===== config.mk =====
export PLATFORM = sky130hd
export DESIGN_NAME = dmem_arbiter
export DESIGN_NICKNAME = d
export VERILOG_FILES = /design/src/rtl/dmem_arbiter_pkg.sv /design/src/rtl/dmem_lane_unit.sv /design/src/rtl/dmem_arbiter.sv
export SDC_FILE = /design/constraint.sdc
export NUM_CORES = 1
export LEC_CHECK = 0
export BUFFER_PORTS_ARGS = -buffer_cell sky130_fd_sc_hd__buf_2
export CAP_MARGIN = 20
export CELL_PAD_IN_SITES_DETAIL_PLACEMENT = 1
export CELL_PAD_IN_SITES_GLOBAL_PLACEMENT = 1
export CORE_AREA = 2 2 155 157
export CTS_BUF_LIST = sky130_fd_sc_hd__clkbuf_4
export DETAILED_ROUTE_END_ITERATION = 7
export DIE_AREA = 0 0 157 159
export GPL_TIMING_DRIVEN = 0
export PLACE_DENSITY = 0.86
export SLEW_MARGIN = 30
export SYNTH_ARGS = -nofsm -noshare
export SYNTH_HDL_FRONTEND = slang
export SYNTH_HIERARCHICAL = 1
export SYNTH_SLANG_ARGS = --single-unit

===== constraint.sdc =====
create_clock -name clk -period 5.1 [get_ports clk]
set_input_delay 0.51 -clock clk [delete_from_list [all_inputs] [get_ports clk]]
set_output_delay 0.51 -clock clk [all_outputs]
set_load 0.05 [all_outputs]

===== src/rtl/dmem_arbiter_pkg.sv =====
// Shared types and constants for the data-memory arbiter and its lane unit.
package dmem_arbiter_pkg;

  typedef enum logic [1:0] {
    ST_IDLE   = 2'd0,
    ST_ACCESS = 2'd1,
    ST_WRITE  = 2'd2,
    ST_RESP   = 2'd3
  } state_t;

  localparam logic [1:0] SIZE_BYTE = 2'b00;
  localparam logic [1:0] SIZE_HALF = 2'b01;
  localparam logic [1:0] SIZE_WORD = 2'b10;

  localparam logic [3:0] MASK_B = 4'b0001;
  localparam logic [3:0] MASK_H = 4'b0011;
  localparam logic [3:0] MASK_W = 4'b1111;

endpackage


===== src/rtl/dmem_lane_unit.sv =====
// Combinational lane handling: load extraction and read-modify-write store merge.
module dmem_lane_unit
  import dmem_arbiter_pkg::*;
(
  input  logic [31:0] rd_word,
  input  logic [31:0] wdata,
  input  logic [1:0]  offset,
  input  logic [1:0]  size,
  output logic [31:0] load_data,
  output logic [31:0] merged
);

  logic [4:0]  shamt;
  logic [31:0] shifted;
  logic [31:0] lane_mask;

  always_comb begin
    shamt   = {offset, 3'b000};
    shifted = rd_word >> shamt;
    case (size)
      SIZE_BYTE: begin
        load_data = {24'd0, shifted[7:0]};
        lane_mask = 32'h0000_00FF << shamt;
      end
      SIZE_HALF: begin
        load_data = {16'd0, shifted[15:0]};
        lane_mask = 32'h0000_FFFF << shamt;
      end
      default: begin
        load_data = shifted;
        lane_mask = '1;
      end
    endcase
    merged = (rd_word & ~lane_mask) | ((wdata << shamt) & lane_mask);
  end

endmodule


===== src/rtl/dmem_arbiter.sv =====
// Round-robin arbiter sharing one data-memory port between CPU MEM stage (m0)
// and loader/debug DMA (m1), with sub-word access conversion and error checks.
module dmem_arbiter
  import dmem_arbiter_pkg::*;
#(
  parameter int unsigned MEM_AW   = 12,
  parameter logic        RR_RESET = 1'b1
) (
  input  logic        clk,
  input  logic        rst,
  input  logic        m0_req,
  input  logic        m0_we,
  input  logic [1:0]  m0_size,
  input  logic [31:0] m0_addr,
  input  logic [31:0] m0_wdata,
  output logic        m0_ack,
  output logic        m0_err,
  output logic [31:0] m0_rdata,
  input  logic        m1_req,
  input  logic        m1_we,
  input  logic [1:0]  m1_size,
  input  logic [31:0] m1_addr,
  input  logic [31:0] m1_wdata,
  output logic        m1_ack,
  output logic        m1_err,
  output logic [31:0] m1_rdata,
  output logic        mem_ce,
  output logic        mem_we,
  output logic        mem_rr,
  output logic [31:0] mem_addr,
  output logic [31:0] mem_wdata,
  output logic [3:0]  mem_wmask,
  output logic [3:0]  mem_rmask,
  input  logic [31:0] mem_rdata
);

  state_t      state, state_nx;
  logic        last_grant;
  logic        id_q, we_q, err_q;
  logic [1:0]  size_q;
  logic [31:0] addr_q, wdata_q, rdata_q, merged_q;

  logic        sel_id, sel_we, sel_err;
  logic [1:0]  sel_size;
  logic [31:0] sel_addr, sel_wdata;
  logic        rmw;
  logic [3:0]  size_mask;
  logic [31:0] load_data, merged;

  // Tie goes to the master that did not win last; a lone requester wins outright.
  always_comb begin
    sel_id    = (m0_req && m1_req) ? ~last_grant : m1_req;
    sel_we    = sel_id ? m1_we    : m0_we;
    sel_size  = sel_id ? m1_size  : m0_size;
    sel_addr  = sel_id ? m1_addr  : m0_addr;
    sel_wdata = sel_id ? m1_wdata : m0_wdata;
    sel_err   = ((sel_addr >> MEM_AW) != '0)
             || (sel_size[1] && (sel_addr[1:0] != 2'b00))
             || ((sel_size == SIZE_HALF) && sel_addr[0]);
  end

  dmem_lane_unit u_lane (
    .rd_word   (mem_rdata),
    .wdata     (wdata_q),
    .offset    (addr_q[1:0]),
    .size      (size_q),
    .load_data (load_data),
    .merged    (merged)
  );

  always_ff @(posedge clk or posedge rst) begin
    if (rst) begin
      state      <= ST_IDLE;
      last_grant <= RR_RESET;
      id_q       <= 1'b0;
      we_q       <= 1'b0;
      err_q      <= 1'b0;
      size_q     <= '0;
      addr_q     <= '0;
      wdata_q    <= '0;
      rdata_q    <= '0;
      merged_q   <= '0;
    end else begin
      state <= state_nx;
      case (state)
        ST_IDLE: if (m0_req || m1_req) begin
          id_q       <= sel_id;
          we_q       <= sel_we;
          err_q      <= sel_err;
          size_q     <= sel_size;
          addr_q     <= sel_addr;
          wdata_q    <= sel_wdata;
          rdata_q    <= '0;
          last_grant <= sel_id;
        end
        ST_ACCESS: if (!err_q) begin
          if (!we_q) rdata_q <= load_data;
          if (rmw)   merged_q <= merged;
        end
        default: ;
      endcase
    end
  end

  always_comb begin
    rmw = we_q && !size_q[1] && (addr_q[1:0] != 2'b00);
    case (size_q)
      SIZE_BYTE: size_mask = MASK_B;
      SIZE_HALF: size_mask = MASK_H;
      default:   size_mask = MASK_W;
    endcase

    state_nx  = state;
    mem_ce    = 1'b0;
    mem_we    = 1'b0;
    mem_rr    = 1'b0;
    mem_addr  = '0;
    mem_wdata = '0;
    mem_wmask = '0;
    mem_rmask = '0;
    m0_ack    = 1'b0;
    m1_ack    = 1'b0;
    m0_err    = 1'b0;
    m1_err    = 1'b0;
    m0_rdata  = '0;
    m1_rdata  = '0;

    case (state)
      ST_IDLE: if (m0_req || m1_req) state_nx = ST_ACCESS;
      ST_ACCESS: begin
        state_nx = (!err_q && rmw) ? ST_WRITE : ST_RESP;
        if (!err_q) begin
          mem_ce    = 1'b1;
          mem_addr  = {addr_q[31:2], 2'b00};
          mem_rmask = MASK_W;
          if (!we_q || rmw) begin
            mem_rr = 1'b1;
          end else begin
            mem_we    = 1'b1;
            mem_wmask = size_mask;
            mem_wdata = wdata_q;
          end
        end
      end
      ST_WRITE: begin
        state_nx  = ST_RESP;
        mem_ce    = 1'b1;
        mem_we    = 1'b1;
        mem_addr  = {addr_q[31:2], 2'b00};
        mem_wmask = MASK_W;
        mem_rmask = MASK_W;
        mem_wdata = merged_q;
      end
      ST_RESP: begin
        state_nx = ST_IDLE;
        if (id_q) begin
          m1_ack   = 1'b1;
          m1_err   = err_q;
          m1_rdata = rdata_q;
        end else begin
          m0_ack   = 1'b1;
          m0_err   = err_q;
          m0_rdata = rdata_q;
        end
      end
      default: state_nx = ST_IDLE;
    endcase
  end

endmodule


Word level (Yosys, flattened, before mapping). Index checks and enable logic that the tools add are counted.

Register bits after elaboration: 136. Input port bits: 170. Word-level logic and storage cells: 95.

Eq/ne operators: 8. Shift-type cells: 4. Mux-type cells: 45. Bitwise operators: 6. Reduce and logical (&&, ||, !) cells: 22.

Operator list (count): 32-bit two-way mux (12); 32-bit one-hot mux with 2 select lines (5); 32-bit AND (2); 32-bit inverter (1); 32-bit OR (1); 32-bit nonzero test (1); 16-bit by 5-bit << shifter with 32-bit output, first input constant (1); 32-bit by 5-bit << shifter with 32-bit output (1); 8-bit by 5-bit << shifter with 32-bit output, first input constant (1); 32-bit by 5-bit >> shifter with 32-bit output (1); 4-bit one-hot mux with 2 select lines (3); 1-bit two-way mux (17); 4-bit two-way mux (3); 2-bit one-hot mux with 4 select lines (1); 2-bit by 1-bit equality test with 1-bit output, second input constant (3); 1-bit logical AND (6); 2-bit inequality test, second input constant (3); 2-bit nonzero test (3); 2-bit equality test, second input constant (2); 2-bit zero test (2); 1-bit logical OR (4); 2-bit two-way mux (2); 1-bit one-hot mux with 2 select lines (2); 4-bit AND reduction (1); 4 further kinds (7).

Logic depth before layout (Yosys ltp). Gate-level depths: netlist (run 1).

Depth in word-level cells: 7. Gate-level depth with buffers: 10.

By module. The synthesis (run 1) kept the hierarchy.

Modules (own cells, without submodules): dmem_arbiter (times used 1, cells an instance 797, area each 7043.0 um^2, seq. area each 3404.5 um^2); dmem_lane_unit (times used 1, cells an instance 197, area each 1462.7 um^2, seq. area each 0.0 um^2).

Worst setup path after synthesis (run 1). Ideal clock, no wire load.

Path type: reg2out. From: register state[1]. To: output port mem_addr[10]. Arrival: 2250 ps. Required time: 4590 ps. Setup slack: 2340 ps. Stages on the path, launching flop included: 8. Path buffers: 2. Cells stage by stage: dfrtp_1 -> inv_1 -> ha_1 -> buf_6 -> nor2b_1 -> o21a_1 -> clkbuf_1 -> and2_1.

Cells in the longest elaborated chain, start to end: 2. Elaborated cells on any way between the ends: 3. Classes of those cells: eq/ne (2); mux (1).

RTL lines: start, declared (line dmem_arbiter.sv:37) `state_t state, state_nx;`; start signal, assigned (line dmem_arbiter.sv:84) `state <= state_nx;`; 2-bit equality test or 2-bit by 1-bit equality test with 1-bit output (tied branches) (line dmem_arbiter.sv:128) `case (state)`; 32-bit one-hot mux with 2 select lines * (line dmem_arbiter.sv:128); end, declared (line dmem_arbiter.sv:30) `output logic [31:0] mem_addr,`.

Every way passes the cells marked *; elsewhere a longest branch is shown, timed or not.

Final worst setup path (run 1).
From: register state[1]. To: output port mem_wdata[17].

Cells in the longest elaborated chain, start to end: 2. Elaborated cells on any way between the ends: 3. Classes of those cells: eq/ne (2); mux (1).

RTL lines: 2-bit equality test or 2-bit by 1-bit equality test with 1-bit output (tied branches) (line dmem_arbiter.sv:128); 32-bit one-hot mux with 2 select lines * (line dmem_arbiter.sv:128); end, declared (line dmem_arbiter.sv:31) `output logic [31:0] mem_wdata,`.

Marked as above.

==> results.cfg, run 1 <==
[logic_synthesis]
synth_common_cells = nand2_1, dfrtp_1, nor2_1, and2_1, a31oi_1
synthFlopType = dfrtp_1
synth_xor_area_share_pct = 0
synth.ff_latch_count = 136
synthCells = 994
synth_area_um2 = 8510
yosysWarnings = 6
avgSynthCellArea_um2 = 8.56
synthArstFlopShare_pct = 100
synthAdderAreaFrac_pct = 0.588
synth_edf_count = 0
synth-seq-area-share_pct = 40.0
synth-compound-area-share_pct = 14.4
yosys.area_share.simple_pct = 27.0
synth_area_leader_cell = dfrtp_1
synth_top_cell_area_share_pct = 39.7
synth_mux_area_share_pct = 12.1
synthDistinctLibCells = 48
yosys-top-cells-area = dfrtp_1, nand2_1, mux2i_1
synth_top_family_by_area = simple AND/OR/NAND/NOR gates
synthMostInstantiatedCell = nand2_1

[clocking]
clk_latency_ps = 570
cts_buffer_depth = 2
path_clk_slew_ps = 140
cts_setup_buffers = 0
cts_root_buf = clkbuf_4
cts_tree = built
htreeDepth = 4
cts_buffers = 17
hold_buffers = 0
clkSinkCount = 136
post_cts_resized = 0

[die]
die_area_um2 = 25000
num_io_pins = 313
fp.dieH_um = 159
dieWidth_um = 157
core_area_um2 = 23200
rows = 56
start_util_pct = 36.7

[global_routing]
grt.total_usage_pct = 26.6
grt_start_max_net_pins = 91
antenna_found_initial = 5
grt_pass1_wl_um = 51100
grt_pass1_vias = 9237
grt-ovfl-total = 0

[sta]
tightest_slew_ps = 613
period_share_pct = 67.0
hold_violations = 0
whs_ps = 51.0
slew_viol_final = 0
rsz0062_at_grt = no
fmax_mhz = 293
finalSetupViolCount = 0
setup_ws_ps = 1680
relSlewSlack_pct = 58.9
fin_crit_ps = 3420
skew_ps = 30.0
setup_tns_ps = 0

[power_and_ir_drop]
total_power_mw = 6.26
powerDensity_nw_per_um2 = 579
ir_worst_vdd_uv = 303
p_leak_nw = 5.76

[route]
via_per_inst = 5.33
dr.first_iter.drc_count = 526
ant_nets = 0
wl_met1_um = 13900
dr_wl_met3_um = 2170
dr_wl_met2_um = 16300
detail_route.wirelength_um = 33700
highest_layer = met4
wl_per_cell_um = 20.2
firstDrtPassIters = 5
num_vias = 8864
drc_errors = 0

[place]
io_buffer_count = 310
gp_congestion = 0.897
dp.cells = 1626
pre_cts_ws_ps = 2270
placed_area_um2 = 10500
dpl.hpwl_um = 26800

[critical_path]
cp-start-kind = register
path_max_fanout = 10
setup.worst_path.end_class = output port
cpMaxStageDelayCell = clkbuf_1
cp.required_ps = 4590
crit_chain = inv_1, ha_1, and2_1, buf_1, clkbuf_1, a22o_1, buf_2
crit_path_max_incr_delay_ps = 450
crit_type = register to output port
critPathArrivalTime_ps = 2910
crit_family = buffers and inverters
path_buf_inv = 4

[cells_and_area]
layout-drive-gt1-share_pct = 32.6
nets = 1500
stdcell_count = 1663
syn2layout_area_growth_pct = 27.1
fillerInstances = 2928
final_area_um2 = 10800
utilization_pct = 46.6

[outcome]
status = completed

[flow_run]
drv_cap = 0

[min_path]
hp-class = primary input to asynchronous set/reset pin
[cells in the final DEF (no fill, tap or decap), types with 14 or more instances in the layout]
cell,instances
o2bb2ai_1,16
clkbuf_4,18
a22o_1,32
nand2_1,220
o21ai_0,14
mux2_2,29
mux2_1,20
a31oi_1,69
and3_1,34
nand3_1,33
and2_1,73
clkbuf_1,36
mux2i_1,48
nor2_1,81
buf_2,332
a21oi_1,17
dfrtp_1,135
[cell type report]
class	count	area, um2	share of cell area, %
multi-input cells	766	4620	42.7
repair buffers	312	1610	14.9
plain buffers	88	475	4.40
inverters	5	26.3	0.243
diodes	5	12.5	0.116
well taps	319	399	3.69
flip-flops and latches	136	3400	31.5
clock inverters	14	134	1.24
clock buffers	18	135	1.25
[power breakdown]
group	switching (mW)	internal (mW)	total (mW)	leakage [nW]
Sequential	0.437	1.48	1.92	1.69
Clock	0.430	0.289	0.719	0.136
Combinational	2.41	1.21	3.62	3.94
[state kept, by name, summed over array words and instances, names as in the netlist, 2 cells and up]
name,count
wdata_q,32
state,2
size_q,2
rdata_q,32
merged_q,32
addr_q,32
[routing by layer]
metal	GRT usage, %	vias to the layer above
met5	0	-
met4	11.6	0
met3	5.28	92
met2	45.1	380
met1	32.5	4284
li1	-	4108
[kinds of logic after synthesis]
| family | count (synthesis) |
|---|---|
| AND/OR/NAND/NOR | 489 |
| adder cells (fa/ha/maj) | 4 |
| other | 1 |
| flip-flops | 136 |
| buffers and inverters | 93 |
| AO/OA/AOI/OAI | 174 |
| multiplexers | 97 |
[worst register-to-register path: cells and delay by family (launching register included)]
kind | cells | cell delay, ps
simple gates | 1 | 120
compound gates | 1 | 490
mux | 2 | 720
flops | 1 | 420
buf+inv | 2 | 290
[worst paths after layout]
kind | startpoint | end | slack [ps] | cells after the start
worst max register to register | addr_q[0]$_DFFE_PP0P_ | merged_q[22]$_DFFE_PP0P_ | 2970 | 6
min in group clk | m1_we | we_q$_DFFE_PP0P_ | 180 | 3
worst min-delay path | rst | rdata_q[18]$_DFFE_PP0P_ | 50 | 3
worst max-delay path | state[1]$_DFFE_PP0N_ | mem_wdata[17] | 1680 | 7
max in group asynchronous | rst | wdata_q[19]$_DFFE_PP0P_ | 4420 | 4
worst min register to register | rdata_q[17]$_DFFE_PP0P_ | rdata_q[17]$_DFFE_PP0P_ | 490 | 2
(Power assumes the default switching activity.)
==> inputs of run 2 (changes only) <==
ABC_AREA = 1   (was unset)
CORE_AREA = 2 2 161 163   (was 2 2 155 157)
DIE_AREA = 0 0 163 165   (was 0 0 157 159)
PLACE_DENSITY = 0.85   (was 0.86)
clock period = 3.2 ns   (was 5.1 ns; I/O delays follow)
==> run 2 against run 1 <==
Net effect:
- critical endpoint is now mem_wdata[12]
- combinational power is 99% higher
- sequential share of layout area down 1.3 points
- die area rose by 7.7%
- register-to-register slack worse by 2100 ps
- worst hold slack worse by 9.9 ps
- design area is 4.4% higher
- critical path depth fell by 1
- largest power group unchanged
- non-clock buffer count up 21
- routed wire length rose by 8.4%
- highest routed layer unchanged
==> results.cfg, run 2 <==
[sta]
rsz0062_at_grt = no
whs_ps = 41.1
fin_crit_ps = 3020
skew_ps = 19.0
setup_tns_ps = 0
tightest_slew_ps = 676
relSlewSlack_pct = 54.8
fmax_mhz = 331
hold_violations = 0
slew_viol_final = 0
finalSetupViolCount = 0
period_share_pct = 94.5

[logic_synthesis]
synth_area_um2 = 8690
synthMostInstantiatedCell = nand2_1
synthFlopType = dfrtp_1
synth_area_leader_cell = dfrtp_1
synth_top_family_by_area = simple AND/OR/NAND/NOR gates
synth_xor_area_share_pct = 0
yosys.area_share.simple_pct = 28.4
synth.ff_latch_count = 136
synth-compound-area-share_pct = 18.4
synth_edf_count = 0
synth_mux_area_share_pct = 0.130
synthCells = 1300
synth_top_cell_area_share_pct = 38.9
synthDistinctLibCells = 32
synthAdderAreaFrac_pct = 0.576
synth-seq-area-share_pct = 39.2
synthArstFlopShare_pct = 100
yosysWarnings = 6
synth_common_cells = nand2_1, nor2_1, inv_1, dfrtp_1, o21ai_0
avgSynthCellArea_um2 = 6.69
yosys-top-cells-area = dfrtp_1, nand2_1, nor2_1

[critical_path]
cp.required_ps = 2880
path_max_fanout = 10
rr_worst_depth = 8
cp-startpoint = state[0]$_DFFE_PP0N_
critPathArrivalTime_ps = 2700
crit_end = mem_wdata[12]
setup.worst_path.end_class = output port
crit_type = register to output port
r2r-end = wdata_q[1]$_DFFE_PP0P_
r2r_start = state[1]$_DFFE_PP0N_
cp-start-kind = register
rrSetupSlack_ps = 850

[cells_and_area]
final_common_cell = buf_2
register_area_um2 = 3400
multi_input_area_um2 = 4210
layout_common_cells = buf_2, nand2_1, nor2_1
nets = 1819
syn2layout_area_growth_pct = 29.9
layout-drive-gt1-share_pct = 26.1
fillerInstances = 3387

[global_routing]
grt_start_max_net_pins = 33
grt_pass1_vias = 10400
grt_pass1_wl_um = 56200
antenna_found_initial = 3
grt.total_usage_pct = 27.3
grt-ovfl-total = 0

[clocking]
cts_root_buf = clkbuf_4
clkSinkCount = 136
cts_buffer_depth = 2
cts_tree = built
cts_buffers = 17
path_clk_slew_ps = 130
clk_latency_ps = 560
htreeDepth = 4

[die]
rows = 58
dieWidth_um = 163
core_area_um2 = 25000
start_util_pct = 34.7
die_area_um2 = 26900
fp.dieH_um = 165
num_io_pins = 313

[outcome]
status = completed

[power_and_ir_drop]
powerDensity_nw_per_um2 = 999
ir_worst_vdd_uv = 521
p_leak_nw = 6.22

[route]
firstDrtPassIters = 5
wl_per_cell_um = 18.3
ant_nets = 0
drc_errors = 0
num_vias = 10000
via_per_inst = 5.02
detail_route.wirelength_um = 36500
dr.first_iter.drc_count = 551

[place]
io_buffer_count = 310
gp_congestion = 0.922
dpl.hpwl_um = 29600

[min_path]
hp-class = primary input to register

[flow_run]
drv_cap = 0
[run 2: cell count changes in the layout (fill, tap and decap cells not counted), sizes merged, moves of 25 or more]
cell / delta
a22o: -32
a31oi: -59
and2: -74
and3: -34
inv: +179
mux2: -48
mux2i: -48
nand2: +103
nand3: +25
nor2: +110
o21ai: +127
o22ai: +41
o32ai: +30
[run 2: worst max-delay path: stages (launching register included)]
cell and delay [ps]:
dfrtp_1 440, inv_1 90, ha_2 440, inv_1 180
clkbuf_1 300, o32ai_1 430, buf_4 270
[run 2: kinds of logic after synthesis]
family | after synthesis
adder cells (fa/ha/maj) | 4
other | 1
flip-flops | 136
AND/OR/NAND/NOR | 607
multiplexers | 1
buffers and inverters | 280
AO/OA/AOI/OAI | 271
[run 2: final cells by class]
class | instances | area share (%)
Tap cell | 330 | 3.66
Timing Repair Buffer | 326 | 16.0
Sequential cell | 136 | 30.2
Clock inverter | 13 | 1.36
Multi-Input combinational cell | 885 | 37.3
Buffer | 95 | 4.07
Clock buffer | 19 | 1.26
Inverter | 184 | 6.15
Antenna cell | 4 | 0.0887
[run 2: power breakdown]
part / internal [mW] / switching [mW]
clock network: 0.553 / 0.687
registers: 2.32 / 0.508
logic: 1.95 / 5.26
total: 4.82 / 6.45
[run 2: stage by stage]
stage               worst slack [ps]  std cells  power [mW]  utilization [%]  instance area [um2]
floorplan                        402       1301        7.72                -                 8700
global placement                 332       1941        9.62             42.6                10700
detailed placement               367       1945        9.84             42.9                10700
CTS                             2.97       1986        11.2             44.8                11200
global route                    59.9       1990        12.1             45.1                11300
finish                           175       1992        11.3             45.1                11300
[run 2: timing repair]
action                                 4_1_cts  5_1_grt
gates resized for setup                     20       22
setup buffers                                0        2
endpoints found under the hold margin       31        1
setup endpoints to repair                   40       38
hold buffers                                 9        1
pin swaps                                    0        1
[run 2: routing by layer]
metal	wire length, um	vias up	global-route usage [%]
met2	18100	377	48.9
met3	2190	46	4.52
met4	1030	0	8.81
met5	0	-	0
li1	-	4850	-
met1	15200	4728	33.4
[run 2: worst min-delay path by stage]
stage	slack, ps	startpoint	end	cells after the start
floorplan	440	last_grant$_DFFE_PP1P_	last_grant$_DFFE_PP1P_	2
global placement	450	last_grant$_DFFE_PP1P_	last_grant$_DFFE_PP1P_	2
detailed placement	450	rst	addr_q[16]$_DFFE_PP0P_	2
CTS	3	m1_addr[9]	addr_q[9]$_DFFE_PP0P_	3
global route	20	m1_wdata[9]	wdata_q[9]$_DFFE_PP0P_	3
finish	40	m1_wdata[26]	wdata_q[26]$_DFFE_PP0P_	3
